**config.mk**
```make
export PLATFORM = sky130hd
export DESIGN_NAME = rotation_sequencer
export DESIGN_NICKNAME = d
export VERILOG_FILES = /design/src/rtl/rotation_sequencer.sv
export SDC_FILE = /design/constraint.sdc
export NUM_CORES = 1
export LEC_CHECK = 0
export ABC_AREA = 1
export CAP_MARGIN = 20
export CORE_MARGIN = 2
export CORE_UTILIZATION = 53
export DETAILED_ROUTE_END_ITERATION = 10
export MAX_ROUTING_LAYER = met4
export PLACE_DENSITY_LB_ADDON = 0.25
export SKIP_LAST_GASP = 1
export SLEW_MARGIN = 25
export SYNTH_ARGS = -nofsm -noshare
export SYNTH_HDL_FRONTEND = slang
export SYNTH_SLANG_ARGS = --single-unit
```
**constraint.sdc**
```tcl
create_clock -name FB_CLK -period 2.9 [get_ports FB_CLK]
set_input_delay 0.58 -clock FB_CLK [delete_from_list [all_inputs] [get_ports FB_CLK]]
set_output_delay 0.58 -clock FB_CLK [all_outputs]
set_load 0.005 [all_outputs]
```
**src/rtl/rotation_sequencer.sv**
```systemverilog
// rotation_sequencer: FlexBus register front-end and launch/wait controller for the rotation core
module rotation_sequencer #(
  parameter int TIMEOUT = 64
) (
  input  logic        FB_CLK,
  input  logic        bRESET,
  input  logic        wr_en,
  input  logic        rd_en,
  input  logic [3:0]  addr,
  input  logic [31:0] wdata,
  output logic [31:0] rdata,
  output logic        ack,
  output logic [31:0] v0,
  output logic [31:0] v1,
  output logic [31:0] v2,
  output logic [31:0] v3,
  output logic [31:0] r0,
  output logic [31:0] r1,
  output logic [31:0] r2,
  output logic [31:0] r3,
  output logic [3:0]  valid_v,
  output logic [3:0]  valid_r,
  input  logic [31:0] out0,
  input  logic [31:0] out1,
  input  logic [31:0] out2,
  input  logic [31:0] out3,
  input  logic        valid_result,
  output logic        busy
);
  localparam int CW = $clog2(TIMEOUT);
  typedef enum logic [1:0] {S_IDLE, S_LAUNCH, S_WAIT, S_DONE} state_t;
  state_t         state_q, state_d;
  logic [31:0]    v_q [4], v_d [4];
  logic [31:0]    r_q [4], r_d [4];
  logic [31:0]    res_q [4], res_d [4];
  logic [3:0]     vmask_q, vmask_d, rmask_q, rmask_d;
  logic           done_q, done_d, to_q, to_d, pend_q, pend_d, ack_q, ack_d;
  logic [3:0]     pend_addr_q, pend_addr_d, ra;
  logic [31:0]    rdata_q, rdata_d, stat, rd_val;
  logic [CW-1:0]  cnt_q, cnt_d;
  logic           idle, rd, res_rd, ctl_wr;
  assign {v0, v1, v2, v3} = {v_q[0], v_q[1], v_q[2], v_q[3]};
  assign {r0, r1, r2, r3} = {r_q[0], r_q[1], r_q[2], r_q[3]};
  assign rdata = rdata_q;
  assign ack = ack_q;
  // Bus decode, register updates, FSM next state and the read/ack path
  always_comb begin
    idle = state_q == S_IDLE || state_q == S_DONE;
    busy = !idle;
    valid_v = {4{state_q == S_LAUNCH}};
    valid_r = {4{state_q == S_LAUNCH}};
    rd = rd_en && !wr_en;
    res_rd = addr[3:2] == 2'b10;
    ctl_wr = wr_en && addr == 4'hC;
    stat = {20'd0, rmask_q, vmask_q, 1'b0, to_q, done_q, busy};
    ra = pend_q ? pend_addr_q : addr;
    rd_val = ra[3:2] == 2'b00 ? v_q[ra[1:0]] :
             ra[3:2] == 2'b01 ? r_q[ra[1:0]] :
             ra[3:2] == 2'b10 ? (to_q ? '1 : res_q[ra[1:0]]) :
             ra == 4'hC ? stat : '0;
    state_d = state_q;
    v_d = v_q;
    r_d = r_q;
    res_d = res_q;
    vmask_d = vmask_q;
    rmask_d = rmask_q;
    done_d = done_q;
    to_d = to_q;
    cnt_d = '0;
    if (wr_en && idle && !addr[3]) begin
      if (addr[2]) begin
        r_d[addr[1:0]] = wdata;
        rmask_d[addr[1:0]] = 1'b1;
      end else begin
        v_d[addr[1:0]] = wdata;
        vmask_d[addr[1:0]] = 1'b1;
      end
    end
    if (wr_en && state_q == S_DONE) done_d = 1'b0;
    case (state_q)
      S_IDLE, S_DONE: if ((ctl_wr && wdata[0]) || (wr_en && &vmask_d && &rmask_d)) state_d = S_LAUNCH;
      S_LAUNCH: begin
        vmask_d = '0;
        rmask_d = '0;
        to_d = 1'b0;
        state_d = S_WAIT;
      end
      S_WAIT: begin
        cnt_d = cnt_q + 1'b1;
        if (valid_result) begin
          res_d[0] = out0;
          res_d[1] = out1;
          res_d[2] = out2;
          res_d[3] = out3;
          done_d = 1'b1;
          state_d = S_DONE;
        end else if (cnt_q == CW'(TIMEOUT - 1)) begin
          to_d = 1'b1;
          done_d = 1'b1;
          state_d = S_DONE;
        end
      end
      default: state_d = S_IDLE;
    endcase
    pend_d = pend_q ? state_q != S_DONE : rd && res_rd && !idle;
    pend_addr_d = rd ? addr : pend_addr_q;
    if (ctl_wr && wdata[1]) begin
      vmask_d = '0;
      rmask_d = '0;
      done_d = 1'b0;
      to_d = 1'b0;
      pend_d = 1'b0;
      state_d = S_IDLE;
    end
    ack_d = wr_en || (rd && !(res_rd && !idle)) || (pend_q && state_q == S_DONE);
    rdata_d = ack_d && !wr_en ? rd_val : '0;
  end
  // State register with synchronous active-low reset clearing everything
  always_ff @(posedge FB_CLK) begin
    if (!bRESET) begin
      state_q <= S_IDLE;
      v_q <= '{default: '0};
      r_q <= '{default: '0};
      res_q <= '{default: '0};
      vmask_q <= '0;
      rmask_q <= '0;
      done_q <= 1'b0;
      to_q <= 1'b0;
      pend_q <= 1'b0;
      pend_addr_q <= '0;
      ack_q <= 1'b0;
      rdata_q <= '0;
      cnt_q <= '0;
    end else begin
      state_q <= state_d;
      v_q <= v_d;
      r_q <= r_d;
      res_q <= res_d;
      vmask_q <= vmask_d;
      rmask_q <= rmask_d;
      done_q <= done_d;
      to_q <= to_d;
      pend_q <= pend_d;
      pend_addr_q <= pend_addr_d;
      ack_q <= ack_d;
      rdata_q <= rdata_d;
      cnt_q <= cnt_d;
    end
  end
endmodule

```
==> results of run 1 <==
-- report_power, final --
group / leakage [nW] / internal (mW) / total [mW] / switching, mW
Sequential: 3.57 / 6.57 / 6.85 / 0.289
Combinational: 4.79 / 1.36 / 3.31 / 1.95
Clock: 0.749 / 3.49 / 5.93 / 2.45
Total: 9.11 / 11.4 / 16.1 / 4.69
-- layout make-up --
type,instances,area [um2],share of cell area
Sequential cell,440,8810,0.350
Multi-Input combinational cell,1667,7870,0.313
Tap cell,455,569,0.0227
Timing Repair Buffer,518,5320,0.212
Clock inverter,13,128,0.00508
Clock buffer,70,1390,0.0554
Inverter,277,1040,0.0415
-- kinds of logic (layout without fill, tap and decap cells) --
| logic type | after synthesis | in the layout | share of synthesized area |
|---|---|---|---|
| adder cells (fa/ha/maj) | 5 | 5 | 0.00336 |
| AND/OR/NAND/NOR | 617 | 617 | 0.131 |
| flip-flops | 440 | 440 | 0.473 |
| buffers and inverters | 483 | 878 | 0.107 |
| AO/OA/AOI/OAI | 1045 | 1045 | 0.285 |
-- through the flow --
step / std cells / utilization / worst slack, ns / hold slack, ns
after global placement: 3357 / 0.684 / 0.178 / 0.429
after floorplan: 2590 / - / 1.15 / 0.418
final: 3440 / 0.728 / 0.143 / 0.444
after detailed placement: 3357 / 0.684 / 0.119 / 0.434
after global routing: 3440 / 0.728 / 0.0727 / 0.463
after CTS: 3440 / 0.728 / 0.167 / 0.444
-- flip-flops by register name, indices dropped and copies added (netlist names), 2 cells and up --
name         cells
cnt_q            6
pend_addr_q      4
r0              32
r1              32
r2              32
r3              32
rdata           32
res_q          128
rmask_q          4
state_q          2
v0              32
v1              32
v2              32
v3              32
vmask_q          4
-- layer usage --
layer | vias to the layer above | wire (um) | global-route usage | share of wire
met5 | - | 0 | - | 0
met4 | 0 | 4070 | 0.204 | 0.060
met2 | 1022 | 32200 | 0.591 | 0.47
met3 | 202 | 6020 | 0.0641 | 0.089
li1 | 9268 | - | - | -
met1 | 8929 | 25700 | 0.432 | 0.38
-- path summary, 6_finish.rpt --
kind	from	depth (start not counted)	to	slack, ns
max	state_q[0]	4	busy	0.14
min	res_q[28]	2	res_q[28]	0.44
min reg2reg	res_q[28]	2	res_q[28]	0.44
max reg2reg	state_q[0]	9	rdata[17]	0.56
-- cells in the final DEF, fill, tap and decap left out, drive strengths merged --
cell type,count
o211ai,12
buf,53
nand3,63
a31oi,23
o21a,1
clkinv,9
nand2,188
inv,277
clkbuf,70
nand3b,1
dfxtp,440
o21ai,619
a21oi,389
a211oi,1
nand4,2
ha,5
clkinvlp,2
nor3b,1
bufinv,2
nor2,360
nor3,1
clkdlybuf4s50,465
or2,1
-- worst min-delay path, cell delays in order (launching register included) --
cell and delay [ns]:
dfxtp_1 0.31, inv_1 0.05, a21oi_1 0.05
==> impl_metrics.ini, run 1 <==
[yosys]
syn_nets = 2764
avgSynthCellArea_um2 = 7.19
yosysMostFrequentCell = o21ai_0
yosys_warnings = 0
synth_commonest_cells = 516 x o21ai_0, 440 x dfxtp_1, 389 x a21oi_1, 357 x nor2_1, 269 x inv_1
ys_types = 33
netlist.area_leader.share = 0.473
ys.flop_type = dfxtp_1
synth.yosys.seq_area_share = 0.473
ys_top_cells_by_area = dfxtp_1 47%, o21ai_0 14%, a21oi_1 10%
synth_edf_count = 0
ys_seq_elements = 440
syn_inst = 2590
synth_top_area_cell = dfxtp_1
ys_async_sr_fraction = 0
syn-cell-area_um2 = 18600

[power]
leakagePower_nw = 9.11
powerDensity_nw_per_um2 = 640
total_power_mw = 16.1
vdd_ir_drop_max_mv = 0.558

[cts]
cts_buffer_depth = 3
h-tree-depth = 2
cts_tree = done
clkSinkCount = 440
hold_buffers = 0
postCtsSetupBuffers = 0
cts.repair.resized = 0
cts_buffers = 46
clock_latency_ns = 0.55
clk_pin_slew_ns = 0.07
cts_root_buf = clkbuf_16

[global_routing]
grt_antenna_before_repair = 0
grt_max_degree = 142
grt_pass1_wl_mm = 101
grt_usage = 0.366
grt_pass1_vias = 18017
overflow = 0

[detailed_routing]
vias_per_cell = 5.65
vias = 19421
dr.pass1.iters = 5
wl_per_cell_um = 19.8
wl_mm = 68.0
ant_nets = 0
drt-initial-drc-count = 1691
drc_errors = 0

[worst_setup_path]
cp_common_cell = inv_1
max_stage_delay_ns = 0.58
critPathLaunchType = flip-flop
cp_max_fo = 7
critPathArrivalTime_ns = 2.18
cp_top_family = buffers and inverters
cpMaxStageDelayCell = clkdlybuf4s50_1
cp_num_buf_inv = 3
end_kind = output port
required_ns = 2.32
critPathKind = flip-flop to output port
path_cells = inv_1 > ha_1 > inv_1 > clkdlybuf4s50_1

[placement]
io_buffer_count = 466
post_dp_cell_area_um2 = 23600
dp_hpwl_mm = 47.8
place.gp.congestion = 0.963

[timing]
worstMarginPinSlew_ns = 0.803
setup_viol = 0
hold_viol = 0
fin_crit_ns = 2.76
setup-tns-final_ns = 0
fin_worst_skew_ns = 0.0160
slew_violations = 0
finalCritPeriodShare = 0.951
slew_headroom = 0.464
fmax_mhz = 363
rsz0062_at_grt = no

[run_status]
status = finished, final reports clean

[floorplanning]
start_util = 0.539
rows = 68
die_height_um = 191
dieArea_um2 = 36600
die_x_um = 191
ios = 467
core_area_um2 = 34500

[layout]
area_delta_synth_final_pct = 35.0
fill_cells = 2743
fin_area_um2 = 25100
antenna_cells = 0
drive_above_1_share = 0.0506
fin_nets = 3124

[run]
cap_violations = 0

[worst_hold_path]
hp-class = flip-flop to flip-flop
(Power assumes the default switching activity.)
==> run 2: changes to the inputs <==
Settings changed: HOLD_SLACK_MARGIN set to 0.02.
==> results of run 2 <==
No change in the layout: final DEF, timing and power equal those of run 1.
==> run 3: changes to the inputs <==
Settings changed: PLACE_DENSITY set to 0.85, PLACE_DENSITY_LB_ADDON 0.25 to not set.
==> run 3 against run 2 <==
Against the previous run:
- sequential share of layout area barely moved
- non-clock buffer count rose by 2
- utilization down 0.072 points
- clock skew fell by 0.0036 ns
- global-route usage increased by 0.15 points
- total power down 0.50%
- via count rose by 0.95%
- setup slack better by 0.041 ns
- critical path type unchanged
==> impl_metrics.ini, run 3 (synthesis gave the netlist of run 1 again) <==
[layout]
postLayoutCoreUtil = 0.727
largest_reg_flops = 128
final_cells = 3433
antenna_cells = 0
fill_cells = 2718
top_register = res_q
area_delta_synth_final_pct = 34.9
drive_above_1_share = 0.0494
final_common_cell = o21ai_0
mostFrequentLayoutCells = 516 x o21ai_0, 465 x clkdlybuf4s50_1, 440 x dfxtp_1
fin_nets = 3125

[power]
p_int_mw = 11.4
vdd_ir_drop_max_mv = 0.606
seqPwrFrac = 0.428
p_sw_mw = 4.61
power_frac_clock = 0.365
power.share.switching = 0.288
leakagePower_nw = 9.09
comb_power_share = 0.206
powerDensity_nw_per_um2 = 638

[floorplanning]
ios = 467
die_x_um = 191
dieArea_um2 = 36600
die_height_um = 191
start_util = 0.539
core_area_um2 = 34500
rows = 68

[worst_setup_path]
r2r_slack_ns = 0.65
critPathKind = flip-flop to output port
rr_endpoint = rdata[9]
end_kind = output port
crit_path_end = busy
rr_worst_depth = 11
reg2reg_from = pend_q
startpoint = state_q[0]
critPathLaunchType = flip-flop
cp_max_fo = 7
critPathArrivalTime_ns = 2.14
required_ns = 2.32

[placement]
dp_cells = 3359
io_buffer_count = 466
dp_hpwl_mm = 47.8
place.gp.congestion = 1.02

[timing]
slew_headroom = 0.352
worstMarginPinSlew_ns = 0.972
setup_viol = 0
rsz0062_at_grt = no
setup-tns-final_ns = 0
fmax_mhz = 368
fin_crit_ns = 2.72
hold-worst-slack_ns = 0.309
hold_viol = 0
finalCritPeriodShare = 0.936
slew_violations = 0
fin_worst_skew_ns = 0.0124

[cts]
postCtsSetupBuffers = 0
cts_buffer_depth = 3
cts_root_buf = clkbuf_16
hold_buffers = 0
clk_pin_slew_ns = 0.06
clock_latency_ns = 0.55
cts_tree = done
cts.repair.resized = 0
cts_buffers = 45
h-tree-depth = 2
clkSinkCount = 440

[global_routing]
grt_pass1_wl_mm = 102
grt_antenna_before_repair = 0
grt_pass1_vias = 18538
overflow = 0
grt_max_degree = 157
grt_usage = 0.367

[detailed_routing]
drc_errors = 0
drt-initial-drc-count = 1642
dr.pass1.iters = 6
vias = 19606
wl_mm = 67.9
vias_per_cell = 5.71
ant_nets = 0
wl_per_cell_um = 19.8

[run_status]
status = finished, final reports clean

[worst_hold_path]
hp-class = primary input to flip-flop

[run]
cap_violations = 0
-- run 3: how the worst min path moves through the flow --
| stage | slack, ns | cells past startpoint | endpoint | from |
|---|---|---|---|---|
| 3_5_place_dp | 0.43 | 2 | res_q[28] | res_q[28] |
| 6_report | 0.31 | 3 | ack | bRESET |
| 3_3_place_gp | 0.43 | 2 | res_q[25] | res_q[25] |
| 4_1_cts | 0.29 | 3 | ack | bRESET |
| 5_1_grt | 0.30 | 3 | ack | bRESET |
| 2_1_floorplan | 0.42 | 1 | cnt_q[0] | cnt_q[0] |
-- run 3: metal layers --
metal  up-vias  global-route usage  share of wire
li1       9259                   -              -
met1      9033               0.424           0.37
met2      1058               0.602           0.48
met3       256              0.0540          0.089
met4         0               0.230          0.070
met5         -                   -              0
-- run 3: cell type report --
type	count	area, um2	area share
multi-input cells	1667	7870	0.313
inverters	277	1040	0.0415
well taps	455	569	0.0227
flip-flops and latches	440	8810	0.351
clock buffers	65	1350	0.0539
repair buffers	520	5340	0.213
clock inverters	9	126	0.00503
-- run 3: per-stage QoR --
| step | cell area [um2] | worst slack, ns | power, mW |
|---|---|---|---|
| final | 25100 | 0.185 | 16.0 |
| after floorplan | 18600 | 1.15 | 8.78 |
| after global placement | 23600 | 0.235 | 10.1 |
| after detailed placement | 23600 | 0.219 | 10.2 |
| after CTS | 25100 | 0.195 | 16.0 |
| after global routing | 25100 | 0.110 | 16.6 |
-- run 3: power by group through the flow --
stage	clock, mW	sequential, mW	combinational, mW
floorplan	0	6.90	1.88
global placement	0	6.96	3.17
detailed placement	0	6.98	3.25
CTS	5.87	6.85	3.28
global route	6.10	6.90	3.65
finish	5.85	6.86	3.30
-- run 3: critical path: stages (launching register included) --
cell and delay (ns):
dfxtp_1 0.42, inv_1 0.07, ha_1 0.31, inv_1 0.21, clkdlybuf4s50_1 0.59
